$ cat config.mk
export PLATFORM = sky130hd
export DESIGN_NAME = ahb_lite_matrix_flat
export DESIGN_NICKNAME = d
export VERILOG_FILES = /design/src/rtl/ahb_lite_pkg.sv /design/src/rtl/ahb_lite_matrix_if.sv /design/src/rtl/ahb_lite_default_sub.sv /design/src/rtl/ahb_lite_matrix.sv /design/src/flat_wrapper.sv
export SDC_FILE = /design/constraint.sdc
export NUM_CORES = 1
export LEC_CHECK = 0
export ABC_AREA = 1
export CORE_MARGIN = 2
export CORE_UTILIZATION = 39
export DETAILED_ROUTE_END_ITERATION = 8
export GPL_TIMING_DRIVEN = 0
export PLACE_DENSITY = 0.82
export SLEW_MARGIN = 5
export SYNTH_ARGS = -nofsm -noshare
export SYNTH_HDL_FRONTEND = slang
export SYNTH_HIERARCHICAL = 1
export SYNTH_SLANG_ARGS = --single-unit
$ cat constraint.sdc
create_clock -name HCLK -period 3 [get_ports HCLK]
set_clock_uncertainty 0.05 [all_clocks]
set_input_delay 0.75 -clock HCLK [delete_from_list [all_inputs] [get_ports HCLK]]
set_output_delay 0.75 -clock HCLK [all_outputs]
set_load 0.03 [all_outputs]
$ cat src/rtl/ahb_lite_pkg.sv
// Shared types for the AHB-Lite matrix.
// Contents:
//   htrans_e     - HTRANS encodings (IDLE/BUSY/NONSEQ/SEQ)
//   hresp_e      - HRESP encodings (OKAY/ERROR)
//   def_state_e  - default-subordinate FSM states
//   dec_t        - decode result: hit flag plus subordinate index (hit==0 is DEFAULT)
//   ahb_decode() - masked region compare, lowest index wins on overlap
package ahb_lite_pkg;

    // The decode function works on fixed maximum widths; callers zero-extend into these.
    localparam int MAX_SUBS = 16;
    localparam int MAX_AW   = 64;

    typedef enum logic [1:0] {
        TransIdle   = 2'b00,
        TransBusy   = 2'b01,
        TransNonseq = 2'b10,
        TransSeq    = 2'b11
    } htrans_e;

    typedef enum logic [1:0] {
        RespOkay  = 2'b00,
        RespError = 2'b01
    } hresp_e;

    typedef enum logic [1:0] {
        StIdle,
        StErr1,
        StErr2
    } def_state_e;

    typedef struct packed {
        logic       hit;
        logic [3:0] idx;
    } dec_t;

    // Walk from the top index down so the lowest matching index is the one left standing.
    function automatic dec_t ahb_decode(
        input logic [MAX_AW-1:0]          addr,
        input logic [MAX_SUBS*MAX_AW-1:0] base,
        input logic [MAX_SUBS*MAX_AW-1:0] mask,
        input int                         n_subs
    );
        dec_t d;
        d.hit = 1'b0;
        d.idx = 4'd0;
        for (int i = MAX_SUBS - 1; i >= 0; i--) begin
            if (i < n_subs &&
                (addr & mask[i*MAX_AW +: MAX_AW]) == base[i*MAX_AW +: MAX_AW]) begin
                d.hit = 1'b1;
                d.idx = i[3:0];
            end
        end
        return d;
    endfunction

endpackage

$ cat src/rtl/ahb_lite_matrix_if.sv
// Bus bundle between one AHB-Lite manager, the matrix and its subordinates.
// Signals:
//   HADDR/HTRANS/HWRITE          manager address phase
//   HSEL_S/HREADY_S              matrix -> subordinates
//   HRDATA_S/HRESP_S/HREADYOUT_S subordinates -> matrix (packed, index 0 in LSBs)
//   HRDATA/HRESP/HREADY          matrix -> manager
// Modports:
//   slave  - the matrix's view (consumes manager and subordinate outputs)
//   master - the environment's view (manager plus subordinates)
interface ahb_lite_matrix_if #(
    parameter int unsigned NO_OF_SUBORDINATES = 4,
    parameter int unsigned ADDR_WIDTH         = 32,
    parameter int unsigned DATA_WIDTH         = 32
);
    logic [ADDR_WIDTH-1:0]                    HADDR;
    logic [1:0]                               HTRANS;
    logic                                     HWRITE;
    logic [NO_OF_SUBORDINATES-1:0]            HSEL_S;
    logic                                     HREADY_S;
    logic [NO_OF_SUBORDINATES*DATA_WIDTH-1:0] HRDATA_S;
    logic [NO_OF_SUBORDINATES*2-1:0]          HRESP_S;
    logic [NO_OF_SUBORDINATES-1:0]            HREADYOUT_S;
    logic [DATA_WIDTH-1:0]                    HRDATA;
    logic [1:0]                               HRESP;
    logic                                     HREADY;

    modport slave (
        input  HADDR, HTRANS, HWRITE, HRDATA_S, HRESP_S, HREADYOUT_S,
        output HSEL_S, HREADY_S, HRDATA, HRESP, HREADY
    );

    modport master (
        output HADDR, HTRANS, HWRITE, HRDATA_S, HRESP_S, HREADYOUT_S,
        input  HSEL_S, HREADY_S, HRDATA, HRESP, HREADY
    );
endinterface

$ cat src/rtl/ahb_lite_default_sub.sv
// Default subordinate: answers unmapped NONSEQ/SEQ transfers with the two-cycle ERROR
// response (ERR1: not ready + ERROR, ERR2: ready + ERROR). Outputs are registered.
// Ports:
//   clk, rst      clock, asynchronous active-high reset
//   hready        bus HREADY (address phase accepted when high)
//   sel           address phase decodes to no subordinate
//   trans_active  HTRANS[1], i.e. NONSEQ or SEQ
//   ready_out     HREADYOUT of this subordinate
//   resp          HRESP of this subordinate
module ahb_lite_default_sub
    import ahb_lite_pkg::*;
(
    input  logic       clk,
    input  logic       rst,
    input  logic       hready,
    input  logic       sel,
    input  logic       trans_active,
    output logic       ready_out,
    output logic [1:0] resp
);

    def_state_e state_q;
    logic       ready_q;
    logic [1:0] resp_q;
    logic       start;

    assign start = hready && sel && trans_active;

    always_ff @(posedge clk or posedge rst) begin
        if (rst) begin
            state_q <= StIdle;
            ready_q <= 1'b1;
            resp_q  <= RespOkay;
        end else begin
            case (state_q)
                StIdle: begin
                    if (start) begin
                        state_q <= StErr1;
                        ready_q <= 1'b0;
                        resp_q  <= RespError;
                    end
                end
                StErr1: begin
                    state_q <= StErr2;
                    ready_q <= 1'b1;
                    resp_q  <= RespError;
                end
                StErr2: begin
                    if (start) begin
                        state_q <= StErr1;
                        ready_q <= 1'b0;
                        resp_q  <= RespError;
                    end else begin
                        state_q <= StIdle;
                        ready_q <= 1'b1;
                        resp_q  <= RespOkay;
                    end
                end
                default: begin
                    state_q <= StIdle;
                    ready_q <= 1'b1;
                    resp_q  <= RespOkay;
                end
            endcase
        end
    end

    assign ready_out = ready_q;
    assign resp      = resp_q;

endmodule

$ cat src/rtl/ahb_lite_matrix.sv
// Single-manager AHB-Lite interconnect: address decode, registered data-phase owner,
// response mux, integrated default subordinate and sticky error capture.
// Ports:
//   HCLK, HRESET  clock, asynchronous active-high reset
//   bus           ahb_lite_matrix_if.slave (manager + subordinate signals)
//   ERR_CLR       synchronous clear of the error capture registers
//   ERR_ADDR      address of the most recent errored transfer
//   ERR_WRITE     HWRITE of the most recent errored transfer
//   ERR_CNT       saturating count of ERROR completions
module ahb_lite_matrix
    import ahb_lite_pkg::*;
#(
    parameter int unsigned NO_OF_SUBORDINATES = 4,
    parameter int unsigned ADDR_WIDTH         = 32,
    parameter int unsigned DATA_WIDTH         = 32,
    parameter logic [NO_OF_SUBORDINATES*ADDR_WIDTH-1:0] SUB_BASE =
        {32'h3000_0000, 32'h2000_0000, 32'h1000_0000, 32'h0000_0000},
    parameter logic [NO_OF_SUBORDINATES*ADDR_WIDTH-1:0] SUB_MASK = {4{32'hF000_0000}},
    parameter int unsigned ERR_CNT_WIDTH      = 8
) (
    input  logic                     HCLK,
    input  logic                     HRESET,
    ahb_lite_matrix_if.slave         bus,
    input  logic                     ERR_CLR,
    output logic [ADDR_WIDTH-1:0]    ERR_ADDR,
    output logic                     ERR_WRITE,
    output logic [ERR_CNT_WIDTH-1:0] ERR_CNT
);

    logic [MAX_SUBS*MAX_AW-1:0]    base_ext;
    logic [MAX_SUBS*MAX_AW-1:0]    mask_ext;
    dec_t                          dec;
    dec_t                          dsel_q;
    logic [NO_OF_SUBORDINATES-1:0] hsel;

    logic [DATA_WIDTH-1:0]         hrdata;
    logic [1:0]                    hresp;
    logic                          hready;
    logic                          def_ready;
    logic [1:0]                    def_resp;

    logic [ADDR_WIDTH-1:0]         haddr_q;
    logic                          hwrite_q;
    logic [ADDR_WIDTH-1:0]         err_addr_q;
    logic                          err_write_q;
    logic [ERR_CNT_WIDTH-1:0]      err_cnt_q;
    logic                          err_done;

    // Region table widened into the fixed-size slots the package decoder expects.
    always_comb begin
        base_ext = '0;
        mask_ext = '0;
        for (int i = 0; i < int'(NO_OF_SUBORDINATES); i++) begin
            base_ext[i*MAX_AW +: MAX_AW] = MAX_AW'(SUB_BASE[i*ADDR_WIDTH +: ADDR_WIDTH]);
            mask_ext[i*MAX_AW +: MAX_AW] = MAX_AW'(SUB_MASK[i*ADDR_WIDTH +: ADDR_WIDTH]);
        end
    end

    assign dec = ahb_decode(MAX_AW'(bus.HADDR), base_ext, mask_ext, int'(NO_OF_SUBORDINATES));

    always_comb begin
        hsel = '0;
        for (int i = 0; i < int'(NO_OF_SUBORDINATES); i++) begin
            if (dec.hit && dec.idx == 4'(i)) begin
                hsel[i] = 1'b1;
            end
        end
    end

    ahb_lite_default_sub u_default_sub (
        .clk          (HCLK),
        .rst          (HRESET),
        .hready       (hready),
        .sel          (~dec.hit),
        .trans_active (bus.HTRANS[1]),
        .ready_out    (def_ready),
        .resp         (def_resp)
    );

    // Response mux keyed only on the registered owner, so HADDR never reaches HRDATA.
    always_comb begin
        hrdata = '0;
        hresp  = def_resp;
        hready = def_ready;
        if (dsel_q.hit) begin
            hresp  = RespOkay;
            hready = 1'b1;
            for (int i = 0; i < int'(NO_OF_SUBORDINATES); i++) begin
                if (dsel_q.idx == 4'(i)) begin
                    hrdata = bus.HRDATA_S[i*DATA_WIDTH +: DATA_WIDTH];
                    hresp  = bus.HRESP_S[i*2 +: 2];
                    hready = bus.HREADYOUT_S[i];
                end
            end
        end
    end

    // Only the ready half of a two-cycle ERROR counts as a completion.
    assign err_done = hready && (hresp == RespError);

    always_ff @(posedge HCLK or posedge HRESET) begin
        if (HRESET) begin
            dsel_q      <= '{hit: 1'b0, idx: 4'd0};
            haddr_q     <= '0;
            hwrite_q    <= 1'b0;
            err_addr_q  <= '0;
            err_write_q <= 1'b0;
            err_cnt_q   <= '0;
        end else begin
            if (hready) begin
                dsel_q   <= dec;
                haddr_q  <= bus.HADDR;
                hwrite_q <= bus.HWRITE;
            end
            if (err_done) begin
                // A coinciding clear still records this error, leaving a count of one.
                err_addr_q  <= haddr_q;
                err_write_q <= hwrite_q;
                if (ERR_CLR) begin
                    err_cnt_q <= ERR_CNT_WIDTH'(1);
                end else if (!(&err_cnt_q)) begin
                    err_cnt_q <= err_cnt_q + ERR_CNT_WIDTH'(1);
                end
            end else if (ERR_CLR) begin
                err_addr_q  <= '0;
                err_write_q <= 1'b0;
                err_cnt_q   <= '0;
            end
        end
    end

    assign bus.HSEL_S   = hsel;
    assign bus.HRDATA   = hrdata;
    assign bus.HRESP    = hresp;
    assign bus.HREADY   = hready;
    assign bus.HREADY_S = hready;

    assign ERR_ADDR  = err_addr_q;
    assign ERR_WRITE = err_write_q;
    assign ERR_CNT   = err_cnt_q;

endmodule

$ cat src/flat_wrapper.sv
// flat-port wrapper written by rule: the top's interface ports become plain ports
module ahb_lite_matrix_flat import ahb_lite_pkg::*;
#(
    parameter int unsigned NO_OF_SUBORDINATES = 4,
    parameter int unsigned ADDR_WIDTH         = 32,
    parameter int unsigned DATA_WIDTH         = 32,
    parameter logic [NO_OF_SUBORDINATES*ADDR_WIDTH-1:0] SUB_BASE =
        {32'h3000_0000, 32'h2000_0000, 32'h1000_0000, 32'h0000_0000},
    parameter logic [NO_OF_SUBORDINATES*ADDR_WIDTH-1:0] SUB_MASK = {4{32'hF000_0000}},
    parameter int unsigned ERR_CNT_WIDTH      = 8
)
  (HCLK, HRESET, ERR_CLR, ERR_ADDR, ERR_WRITE, ERR_CNT, bus_HADDR, bus_HTRANS, bus_HWRITE, bus_HRDATA_S, bus_HRESP_S, bus_HREADYOUT_S, bus_HSEL_S, bus_HREADY_S, bus_HRDATA, bus_HRESP, bus_HREADY);
  ahb_lite_matrix_if #(.NO_OF_SUBORDINATES(NO_OF_SUBORDINATES), .ADDR_WIDTH(ADDR_WIDTH), .DATA_WIDTH(DATA_WIDTH)) bus_i ();
  input  logic HCLK;
  input  logic HRESET;
  input  logic ERR_CLR;
  output logic [ADDR_WIDTH-1:0] ERR_ADDR;
  output logic ERR_WRITE;
  output logic [ERR_CNT_WIDTH-1:0] ERR_CNT;
  input wire logic [$bits(bus_i.HADDR)-1:0] bus_HADDR;
  input wire logic [$bits(bus_i.HTRANS)-1:0] bus_HTRANS;
  input wire logic [$bits(bus_i.HWRITE)-1:0] bus_HWRITE;
  input wire logic [$bits(bus_i.HRDATA_S)-1:0] bus_HRDATA_S;
  input wire logic [$bits(bus_i.HRESP_S)-1:0] bus_HRESP_S;
  input wire logic [$bits(bus_i.HREADYOUT_S)-1:0] bus_HREADYOUT_S;
  output wire logic [$bits(bus_i.HSEL_S)-1:0] bus_HSEL_S;
  output wire logic [$bits(bus_i.HREADY_S)-1:0] bus_HREADY_S;
  output wire logic [$bits(bus_i.HRDATA)-1:0] bus_HRDATA;
  output wire logic [$bits(bus_i.HRESP)-1:0] bus_HRESP;
  output wire logic [$bits(bus_i.HREADY)-1:0] bus_HREADY;
  assign bus_i.HADDR = bus_HADDR;
  assign bus_i.HTRANS = bus_HTRANS;
  assign bus_i.HWRITE = bus_HWRITE;
  assign bus_i.HRDATA_S = bus_HRDATA_S;
  assign bus_i.HRESP_S = bus_HRESP_S;
  assign bus_i.HREADYOUT_S = bus_HREADYOUT_S;
  assign bus_HSEL_S = bus_i.HSEL_S;
  assign bus_HREADY_S = bus_i.HREADY_S;
  assign bus_HRDATA = bus_i.HRDATA;
  assign bus_HRESP = bus_i.HRESP;
  assign bus_HREADY = bus_i.HREADY;
  ahb_lite_matrix #(.NO_OF_SUBORDINATES(NO_OF_SUBORDINATES), .ADDR_WIDTH(ADDR_WIDTH), .DATA_WIDTH(DATA_WIDTH), .SUB_BASE(SUB_BASE), .SUB_MASK(SUB_MASK), .ERR_CNT_WIDTH(ERR_CNT_WIDTH)) u_core (.HCLK(HCLK), .HRESET(HRESET), .bus(bus_i), .ERR_CLR(ERR_CLR), .ERR_ADDR(ERR_ADDR), .ERR_WRITE(ERR_WRITE), .ERR_CNT(ERR_CNT));
endmodule
After elaboration in Yosys (flattened, before gate mapping)
Cells that the tools add are included.
{"block": "classes", "n_addsub": 1, "eq_ne": 14, "mux": 38, "bitwise": 1, "reduce_logical": 14}
{"cell": "32-bit 2-to-1 mux", "count": 7}
{"cell": "64-bit zero test", "count": 1}
{"cell": "8-bit 2-to-1 mux", "count": 4}
{"cell": "4-bit by 2-bit == test with 1-bit output, second input constant", "count": 6}
{"cell": "5-bit 2-to-1 mux", "count": 4}
{"cell": "1-bit 2-to-1 mux", "count": 14}
{"cell": "4-bit by 1-bit == test with 1-bit output, second input constant", "count": 3}
{"cell": "2-bit 2-to-1 mux", "count": 6}
{"cell": "2-bit case mux with 3 select lines", "count": 2}
{"cell": "8-bit by 1-bit adder with 8-bit output, second input constant", "count": 1}
{"cell": "4-bit zero test", "count": 2}
{"cell": "8-bit AND reduction", "count": 1}
{"cell": "1-bit logical AND", "count": 7}
{"cell": "2-bit by 1-bit == test with 1-bit output, second input constant", "count": 2}
{"cell": "2-bit != test, second input constant", "count": 2}
{"cell": "2-bit == test, second input constant", "count": 1}
{"cell": "2-bit zero test", "count": 1}
{"cell": "1-bit case mux with 2 select lines", "count": 1}
{"cell": "2-bit AND reduction", "count": 1}
{"cell": "2-bit nonzero test", "count": 1}
{"cell": "1-bit inverter", "count": 1}
{"block": "word_totals", "reg_bits": 84, "input_bits": 178, "elab_cells": 78}

Longest topological paths before layout
{"block": "depth", "depth_word": 10, "ltp_mapped": 12}

Cells and area by module
The synthesis kept the hierarchy.
{"mod": "ahb_lite_matrix", "instances": 1, "cells_per_inst": 587, "area_each_um2": 4361.7}
{"mod": "ahb_lite_default_sub", "instances": 1, "cells_per_inst": 17, "area_each_um2": 157.7}

Worst setup path after synthesis
Ideal clock, no wire load.
{"block": "synth_timing", "path_kind": "input port to output port", "from": "input bus_HREADYOUT_S[2]", "to": "output bus_HREADY_S", "t_arrival_ps": 1756, "required_time_ps": 2200, "path_slack_ps": 444, "stages": 9, "path_buffers": 3, "cell_sequence": "nand2_1 > nand2_1 > nand2_1 > nand2_1 > nand2_1 > nand2_1 > buf_2 > buf_2 > buf_4"}
{"block": "synth_via", "elab_chain_len": 3}
{"item": "from (decl)", "line_no": "flat_wrapper.sv:25", "text": "input wire logic [$bits(bus_i.HREADYOUT_S)-1:0] bus_HREADYOUT_S;"}
{"item": "1-bit 2-to-1 mux (2 in a row)", "line_no": "ahb_lite_matrix.sv:89", "text": "if (dsel_q.idx == 4'(i)) begin"}
{"item": "1-bit 2-to-1 mux", "line_no": "ahb_lite_matrix.sv:85", "text": "if (dsel_q.hit) begin"}
{"item": "to (decl)", "line_no": "flat_wrapper.sv:27", "text": "output wire logic [$bits(bus_i.HREADY_S)-1:0] bus_HREADY_S;"}
Every way passes these cells.

Final worst setup path
{"block": "layout_timing", "from": "input bus_HADDR[30]", "to": "output bus_HSEL_S[2]"}
{"block": "layout_via", "elab_chain_len": 8}
{"item": "from (decl)", "line_no": "flat_wrapper.sv:20", "text": "input wire logic [$bits(bus_i.HADDR)-1:0] bus_HADDR;"}
{"item": "4-bit by 2-bit == test with 1-bit output", "line_no": "ahb_lite_pkg.sv:49", "text": "(addr & mask[i*MAX_AW +: MAX_AW]) == base[i*MAX_AW +: MAX_AW]) begin"}
{"item": "5-bit 2-to-1 mux (3 in a row)", "line_no": "ahb_lite_pkg.sv:48", "text": "if (i < n_subs &&"}
{"item": "5-bit 2-to-1 mux (*)", "line_no": "ahb_lite_pkg.sv:48"}
{"item": "4-bit by 2-bit == test with 1-bit output", "line_no": "ahb_lite_matrix.sv:64", "text": "if (dec.hit && dec.idx == 4'(i)) begin"}
{"item": "1-bit logical AND (*)", "line_no": "ahb_lite_matrix.sv:64"}
{"item": "1-bit 2-to-1 mux (*)", "line_no": "ahb_lite_matrix.sv:64"}
{"item": "to (decl)", "line_no": "flat_wrapper.sv:26", "text": "output wire logic [$bits(bus_i.HSEL_S)-1:0] bus_HSEL_S;"}
Every way passes the cells marked *; elsewhere a longest branch is shown, timed or not.

==> flow_summary_export.csv <==
group,metric,value,unit
clock_network,cts_made_buffers,9,
synth,async_flop_share,100,%
worst_hold_path,hold_path.class,"reg -> reg",
place,port_buffers,256,
place,hpwlAfterDp,12800,microns
critical_path,cp_top_family,"buffers and inverters",
synth,postSynthCellCount,604,
cells_and_area,final_nets,1055,
synth,syn_area,4520,sq um
critical_path,crit_type,"in -> out",
sta,tightest_slew,0.551,ns
sta,rsz0062_at_grt,"false",
routing,vias_per_cell,5.16,
cells_and_area,postLayoutCoreUtil,66.9,%
flow_run,max_cap_violations,0,
global_routing,antenna_found_initial,0,
synth,ys_ff_latch,81,
cells_and_area,seqCellArea,2030,sq um
floorplanning,start_util,39.7,%
critical_path,max_stage_delay,0.45,ns
cells_and_area,syn_to_final_growth,68.4,%
sta,fmax,341,MHz
synth,synth.net_count,783,
routing,vias,5281,
floorplanning,rows,39,
floorplanning,die-area,12500,sq um
cells_and_area,multiInputGateArea,2000,sq um
critical_path,cp-end-kind,"output port",
power,power.switching,3.25,mW
routing,ant_nets,0,
sta,hold_viol,0,
critical_path,cp_slowest_cell,"clkdlybuf4s50_1",
floorplanning,coreArea,11400,sq um
worst_hold_path,worstHoldStart,"u_core/u_default_sub/state_q[1]",
sta,relSlewSlack,63.3,%
floorplanning,fp.dieH,112,microns
global_routing,grt_overflow,0,
cells_and_area,final_common_cell,"clkdlybuf4s50_1",
clock_network,cts.sinks,81,
routing,wl_per_cell,16.3,microns
synth,avgSynthCellArea,7.48,sq um
clock_network,htreeDepth,3,
sta,setup_violations,0,
clock_network,cts-root-buf,"clkbuf_16",
run_status,status,"complete, no violations",
global_routing,track_usage,26.5,%
floorplanning,ioPinCount,259,
cells_and_area,drive_above_1_share,8.97,%
routing,drt_first_pass_iters,5,
synth,ys.flop_type,"dfrtp_1",
cells_and_area,num-fill-cells,1028,
critical_path,critPathRequiredTime,2.20,ns
critical_path,worst-path-buf-inv,3,
clock_network,cts_tree,"done",
power,comb_power_share,58.5,%
routing,drt-initial-drc-count,411,
power,p_per_area,924,nW/um^2
clock_network,clockBufferDepth,2,
power,intPower,3.78,mW
synth,synthDistinctLibCells,34,
routing,drcViolationCount,0,
clock_network,clk_latency,0.33,ns
global_routing,grt_max_degree,54,
power,irDropWorstVdd,735,uV
critical_path,arrival,2.13,ns
clock_network,clk_pin_slew,0.06,ns
place,placed_cells,1004,
global_routing,grt_pass1_vias,5084,
critical_path,crit_path_start,"bus_HADDR[30]",
cells_and_area,antennaDiodeCount,0,
critical_path,reg2reg_from,"u_core/dsel_q[0]",
sta,fin_ws,0.0662,ns
cells_and_area,layout_common_cells,"clkdlybuf4s50_1 (216), nand2_1 (116), nand3_1 (81)",
sta,period_needed,2.93,ns
power,clkPwrFrac,16.0,%
critical_path,cp-start-kind,"input port",
sta,slew_violations,0,
cells_and_area,finalNonFillerCells,1024,
critical_path,path_max_fanout,5,
floorplanning,die_w,112,microns
synth,yosysWarnings,6,
sta,fin_crit_sh,97.8,%
sta,tns,0,ns
critical_path,crit_chain,"clkdlybuf4s50_1 -> nor2_1 -> inv_1 -> nor3_1 -> clkdlybuf4s15_2",
power,p_leak,3.63,nW
routing,finalWirelength,16700,microns
power,p_total,7.03,mW
synth,synth_edf_count,0,
place,place_congestion,0.935,
power,seqPwrFrac,25.4,%
power,p_sw_share,46.2,%
synth,ys_seq_area_share,44.9,%
clock_network,postCtsHoldBufs,0,
global_routing,grt_pass1_wl,26500,microns
place,place_ws,-0.782,ns
-- flip-flops by register name, summed over array words and instances (netlist names) --
signal / cells
u_core/ERR_ADDR: 32
u_core/ERR_CNT: 8
u_core/ERR_WRITE: 1
u_core/dsel_q: 3
u_core/haddr_q: 32
u_core/hwrite_q: 1
u_core/u_default_sub/ready_out: 1
u_core/u_default_sub/resp: 1
u_core/u_default_sub/state_q: 2
-- routing by layer --
layer / part of all wire [%] / GRT usage [%]
met1: 41 / 32.3
met2: 49 / 45.5
met3: 7.6 / 7.02
met4: 3.2 / 9.55
met5: 0 / 0
-- synthesized netlist by cell type, types with 2 or more instances --
master	instances	area (sq um)
buf_2	7	35.0
xor2_1	4	35.0
nand2_1	117	439
nand3_1	81	405
buf_1	2	7.51
a21oi_1	12	60.1
inv_2	6	22.5
dfrtp_1	80	2000
o21ai_2	3	26.3
nor3_1	4	20.0
clkbuf_1	27	101
o21ai_0	76	380
inv_1	70	263
nor2_1	45	169
o211ai_1	20	150
buf_6	4	45.0
o221ai_1	11	96.3
buf_4	3	22.5
o21ai_1	17	85.1
-- worst register-to-register path, stage by stage (launching register included) --
cell and delay, ns:
dfrtp_1 0.35, buf_4 0.17, inv_2 0.14, nand2_1 0.08
nand2_1 0.06, nand2_1 0.05, nand2_1 0.08, nand2_2 0.06
buf_4 0.15, nand3_4 0.12, clkbuf_1 0.37, o21ai_0 0.17
-- worst paths after layout --
path,endpoint,slack (ns),cells after the start
worst max-delay path,bus_HSEL_S[2],0.07,5
worst min-delay path,u_core/u_default_sub/state_q[1],0.38,1
worst max register to register,u_core/ERR_ADDR[19],1.03,11
worst min register to register,u_core/u_default_sub/state_q[1],0.38,1
max in group asynchronous,u_core/ERR_ADDR[1],1.60,3
min in group asynchronous,u_core/u_default_sub/state_q[0],0.64,2
-- cell families (layout without fill, tap and decap cells) --
logic type / after synthesis / in the layout / synth area share, %
other: 1 / 1 / 0.0830
buffers and inverters: 120 / 397 / 11.1
XOR/XNOR: 5 / 5 / 0.969
flip-flops: 81 / 81 / 44.9
AND/OR/NAND/NOR: 253 / 253 / 24.2
AO/OA/AOI/OAI: 143 / 143 / 18.5
adder cells (fa/ha/maj): 1 / 1 / 0.277
-- metrics by stage --
step / area, sq um / hold WS [ns]
final: 7610 / 0.376
after global routing: 7610 / 0.404
after CTS: 7600 / 0.379
after detailed placement: 7290 / 0.371
after global placement: 7260 / 0.361
after floorplan: 4520 / 0.350
-- power by group through the flow --
stage	clock network [mW]	logic [mW]	registers (mW)
finish	1.13	4.11	1.79
global route	1.21	4.47	1.84
CTS	1.15	4.05	1.79
detailed placement	0	4.10	1.80
global placement	0	4.03	1.78
floorplan	0	2.09	2.16
-- cell type report --
type,instances,share of cell area (%)
clock buffer,11,3.32
timing repair buffer,261,33.5
sequential,81,26.6
clock inverter,5,0.838
multi-input combinational,403,26.3
tap,143,2.35
buffer,43,3.22
inverter,77,3.83
-- repair_timing --
item                                    CTS  global route
buffers inserted                          0             4
pin swaps                                 0             1
resized for setup                        76            27
endpoints found under the setup margin   40            18
(Power assumes the default switching activity.)
